--- config.mk ---
export PLATFORM = sky130hd
export DESIGN_NAME = cfb_enc_ctrl
export DESIGN_NICKNAME = d
export VERILOG_FILES = /design/src/rtl/cfb_enc_ctrl.sv
export SDC_FILE = /design/constraint.sdc
export NUM_CORES = 1
export LEC_CHECK = 0
export ABC_AREA = 1
export CAP_MARGIN = 20
export CORE_AREA = 2 2 258 260
export DETAILED_ROUTE_END_ITERATION = 10
export DIE_AREA = 0 0 260 262
export DONT_BUFFER_PORTS = 1
export GPL_TIMING_DRIVEN = 1
export PLACE_DENSITY_LB_ADDON = 0.3
export SETUP_SLACK_MARGIN = 0.2
export SLEW_MARGIN = 25
export SYNTH_ARGS = -nofsm -noshare
export SYNTH_HDL_FRONTEND = slang
export SYNTH_SLANG_ARGS = --single-unit
--- constraint.sdc ---
create_clock -name clk -period 3.6 [get_ports clk]
set_input_delay 0.72 -clock clk [delete_from_list [all_inputs] [get_ports clk]]
set_output_delay 0.72 -clock clk [all_outputs]
set_load 0.02 [all_outputs]
--- src/rtl/cfb_enc_ctrl.sv ---
// CFB-128 encryption sequencer: runs AES(iv) on an external multi-cycle core,
// XORs the keystream into plaintext and chains the ciphertext back as the next IV.
module cfb_enc_ctrl #(
    parameter int DW    = 128,
    parameter int CNT_W = 17,
    parameter int TMO_W = 8
) (
    input  logic             clk,
    input  logic             rst_n,
    input  logic             cfg_load,
    input  logic [DW-1:0]    cfg_iv,
    input  logic [DW-1:0]    pt_data,
    input  logic             pt_valid,
    output logic             pt_ready,
    output logic [DW-1:0]    ct_data,
    output logic             ct_valid,
    input  logic             ct_ready,
    output logic             aes_start,
    output logic [DW-1:0]    aes_in,
    input  logic             aes_done,
    input  logic [DW-1:0]    aes_out,
    output logic [CNT_W-1:0] blk_count,
    output logic             busy,
    output logic             err
);
    typedef enum logic [1:0] {S_IDLE, S_GEN, S_KS_RDY, S_OUT} state_t;

    localparam logic [TMO_W-1:0] TMO_LAST = {{(TMO_W-1){1'b1}}, 1'b0};
    localparam logic [TMO_W-1:0] TMO_ONE  = {{(TMO_W-1){1'b0}}, 1'b1};
    localparam logic [CNT_W-1:0] CNT_ONE  = {{(CNT_W-1){1'b0}}, 1'b1};

    state_t           r_state;
    logic [DW-1:0]    r_iv, r_ks, r_ct, r_pend_iv;
    logic             r_pend, r_ct_valid, r_start, r_pt_ready, r_err;
    logic [CNT_W-1:0] r_cnt;
    logic [TMO_W-1:0] r_tmo;

    logic          w_done, w_tmo, w_gen_end, w_reload, w_latch;
    logic [DW-1:0] w_reload_iv, w_ct;

    // A done coincident with the start pulse belongs to no request of ours.
    assign w_done      = aes_done && !r_start;
    assign w_tmo       = (r_tmo == TMO_LAST) && !w_done;
    assign w_gen_end   = (r_state == S_GEN) && (w_done || w_tmo);
    // The AES op cannot be aborted, so a reload in GEN waits for its end.
    assign w_reload    = (cfg_load && r_state != S_GEN) || (w_gen_end && (cfg_load || r_pend));
    assign w_latch     = cfg_load && (r_state == S_GEN) && !w_gen_end;
    assign w_reload_iv = cfg_load ? cfg_iv : r_pend_iv;
    assign w_ct        = pt_data ^ r_ks;

    always_ff @(posedge clk or negedge rst_n) begin
        if (!rst_n) begin
            r_state    <= S_IDLE;
            r_iv       <= '0;
            r_ks       <= '0;
            r_ct       <= '0;
            r_pend_iv  <= '0;
            r_pend     <= 1'b0;
            r_ct_valid <= 1'b0;
            r_start    <= 1'b0;
            r_pt_ready <= 1'b0;
            r_err      <= 1'b0;
            r_cnt      <= '0;
            r_tmo      <= '0;
        end else begin
            r_start <= 1'b0;
            if (w_reload) begin
                r_iv       <= w_reload_iv;
                r_cnt      <= '0;
                r_err      <= 1'b0;
                r_pend     <= 1'b0;
                r_ct_valid <= 1'b0;
                r_pt_ready <= 1'b0;
                r_tmo      <= '0;
                r_start    <= 1'b1;
                r_state    <= S_GEN;
            end else begin
                if (w_latch) begin
                    r_pend    <= 1'b1;
                    r_pend_iv <= cfg_iv;
                end
                case (r_state)
                    S_GEN: begin
                        if (w_done) begin
                            r_ks       <= aes_out;
                            r_pt_ready <= 1'b1;
                            r_state    <= S_KS_RDY;
                        end else if (w_tmo) begin
                            r_err   <= 1'b1;
                            r_state <= S_IDLE;
                        end else begin
                            r_tmo <= r_tmo + TMO_ONE;
                        end
                    end
                    S_KS_RDY: begin
                        if (pt_valid && r_pt_ready) begin
                            r_ct       <= w_ct;
                            r_iv       <= w_ct;
                            r_ct_valid <= 1'b1;
                            r_pt_ready <= 1'b0;
                            r_state    <= S_OUT;
                        end
                    end
                    S_OUT: begin
                        if (ct_ready) begin
                            r_ct_valid <= 1'b0;
                            r_cnt      <= r_cnt + CNT_ONE;
                            r_tmo      <= '0;
                            r_start    <= 1'b1;
                            r_state    <= S_GEN;
                        end
                    end
                    default: ;
                endcase
            end
        end
    end

    assign pt_ready  = r_pt_ready;
    assign ct_data   = r_ct;
    assign ct_valid  = r_ct_valid;
    assign aes_start = r_start;
    assign aes_in    = r_iv;
    assign blk_count = r_cnt;
    assign busy      = (r_state != S_IDLE);
    assign err       = r_err;
endmodule

==> flow_summary.toml <==
[floorplanning]
io-pin-count = 668
core_mm2 = 0.0653
die_w_um = 260
std_cell_rows = 94
die_area_mm2 = 0.0681
start_util_pct = 37.0
fp.dieH_um = 262

[power]
clock_power_share_pct = 28.0
cellPowerDensity_mw_per_mm2 = 878
leakage_uw = 0.0130
irDropWorstVdd_v = 0.000423
power.total_uw = 23500
p_sw_share_pct = 37.1
p_seq_share_pct = 47.9
p_int_uw = 14800
p_comb_share_pct = 24.0
power.switching_uw = 8740

[clock_network]
cts-resized-gates = 0
cts_sinks = 544
postCtsSetupRepairBufs = 0
cts_root_buffer = "clkbuf_16"
numCtsBuffers = 60
cts_max_level = 2
clk_latency_ns = 0.61
clk_pin_slew_ns = 0.06
cts_tree = "built"
clockBufferDepth = 3

[status]
violations = "negative hold slack, max-slew violations"
outcome = "finished with violations"

[timing]
worstMarginPinSlew_ns = 3.73
period_share_pct = 75.4
relSlewSlack_pct = -148
whs_ns = -0.197
setup_ws_ns = 0.887
fmax_mhz = 369
finalCriticalPeriod_ns = 2.71
rsz0062_at_grt = "false"
finalSetupViolations = 0
drv_slew = 412
skew_ns = 0.0226
finalHoldViolCount = 71
finalSetupTns_ns = 0

[worst_setup_path]
cp-start-kind = "input pin"
worstPathArrival_ns = 2.58
path_max_fanout = 544
cp.required_ns = 3.47
path_depth = 0
worst-setup-path-type = "in2async"
cp-end-kind = "async pin"
reg2reg_from = "aes_start"
r2r_slack_ns = 1.05
timing.rr.end = "aes_in[55]"
reg2reg_depth = 9

[run]
cap_violations = 0

[global_routing]
grt_pass1_vias = 17000
grt_max_degree = 545
grt_pass1_wl_um = 101000
overflow = 0
grtUsageTotal_pct = 18.7
antenna_found_initial = 2

[placement]
place_area_mm2 = 0.0246
port_buffers = 0
dp_slack_ns = 0.866
routabilityCongestion = 0.850
dp_hpwl_um = 45900

[logic_synthesis]
yosys_warnings = 0
ys_seq_area_share_pct = 56.4
syn_area_per_cell_um2 = 9.76
synth_top_area_cell = "dfrtp_1"
synthCells = 2472
synthesis.nets = 2865
synth_seq_cells = 544
synthDistinctLibCells = 35
synth_area_mm2 = 0.0241
synth_top_area_share_pct = 56.4
ys_top_cells_by_area = "dfrtp_1, nand2_1, mux2_1"

[route]
routed-via-count = 17000
routedWlPerCell_um = 19.8
wirelength_um = 66100
antenna_left = 0
viasPerCell = 5.08
drc = 0
first_iter_violations = 1380
drt_first_pass_iters = 5

[final_layout]
layout-drive-gt1-share_pct = 9.96
fill_cells = 6390
final_nets = 2813
syn2layout_area_growth_pct = 11.0
stdcell_area_mm2 = 0.0268
fin_util_pct = 41.0

[hold_path]
hold_class = "in2async"
[sequential cells by signal, indices dropped and copies added, names as in the netlist]
name	cells
r_tmo	8
ct_valid	1
blk_count	17
r_ks	128
aes_start	1
r_pend	1
err	1
r_pend_iv	128
aes_in	128
pt_ready	1
ct_data	128
r_state	2
[metrics by stage]
step,hold slack (ns),std cells
finish,-0.197,3334
global route,-0.236,3333
CTS,-0.252,3333
detailed placement,0.433,3222
global placement,0.437,3222
floorplan,0.424,2472
[cells in the mapped netlist, drive strengths merged]
| library cell | n |
|---|---|
| a21oi | 5 |
| a31oi | 1 |
| and2 | 2 |
| buf | 100 |
| clkbuf | 32 |
| dfrtp | 544 |
| ha | 3 |
| inv | 163 |
| mux2 | 128 |
| nand2 | 869 |
| nand3 | 165 |
| nand4 | 12 |
| nor2 | 37 |
| nor3 | 1 |
| o211ai | 129 |
| o21ai | 143 |
| o21bai | 3 |
| o22ai | 1 |
| o31ai | 1 |
| or2 | 2 |
| xnor2 | 1 |
| xor2 | 130 |
[final cells by class]
class | instances | area (µm²) | share of cell area, %
flip-flops and latches | 544 | 13600 | 50.8
clock buffers | 92 | 1820 | 6.81
clock inverters | 19 | 328 | 1.22
inverters | 163 | 624 | 2.33
repair buffers | 18 | 260 | 0.971
diodes | 1 | 2.50 | 0.00934
well taps | 864 | 1080 | 4.04
multi-input cells | 1633 | 9060 | 33.8
[cell families after synthesis]
kind of cell             count (synthesis)  share of synthesized area, %
AND/OR/NAND/NOR                       1088                          19.2
buffers and inverters                  295                          6.16
AO/OA/AOI/OAI                          283                          7.31
flip-flops                             544                          56.4
multiplexers                           128                          5.97
adder cells (fa/ha/maj)                  3                         0.156
XOR/XNOR                               131                          4.76
[worst reg2reg max path, stage by stage, from the launching register on]
cell     delay (ns)
dfrtp_1        0.60
nor2_1         0.21
nor2_8         0.17
nand2_4        0.10
nand2_4        0.25
nand2_4        0.12
inv_6          0.44
buf_12         0.36
nand2_1        0.13
nand3_1        0.09
[power groups by stage]
stage	combinational (µW)	sequential (µW)	clock, µW
finish	5660	11300	6600
global route	6480	11500	7000
CTS	5750	11300	6760
detailed placement	5730	11400	0
global placement	5540	11300	0
floorplan	4590	10700	0
[cells in the final DEF, fill, tap and decap left out, types with 32 or more instances in the layout]
cell type	count
clkbuf_16	62
nand2_2	93
mux2_1	109
o211ai_1	129
nand2_1	769
inv_1	159
nand3_1	165
o21ai_0	141
nor2_1	32
xor2_1	130
dfrtp_1	544
[metal layers]
metal  wire (µm)  global-route usage (%)
met2       33100                    31.9
met5          26                       0
met4        2030                    6.13
met1       25600                    22.9
met3        5300                    5.40
[how the worst max path moves through the flow]
stage	startpoint	to	slack (ns)
after detailed placement	cfg_load	aes_in[65]	0.87
final	rst_n	aes_in[13]	0.89
after floorplan	aes_done	aes_in[105]	1.65
after global routing	aes_start	aes_in[55]	0.76
after global placement	cfg_load	aes_in[65]	0.89
after CTS	aes_start	aes_in[65]	0.96
(Power assumes the default switching activity.)
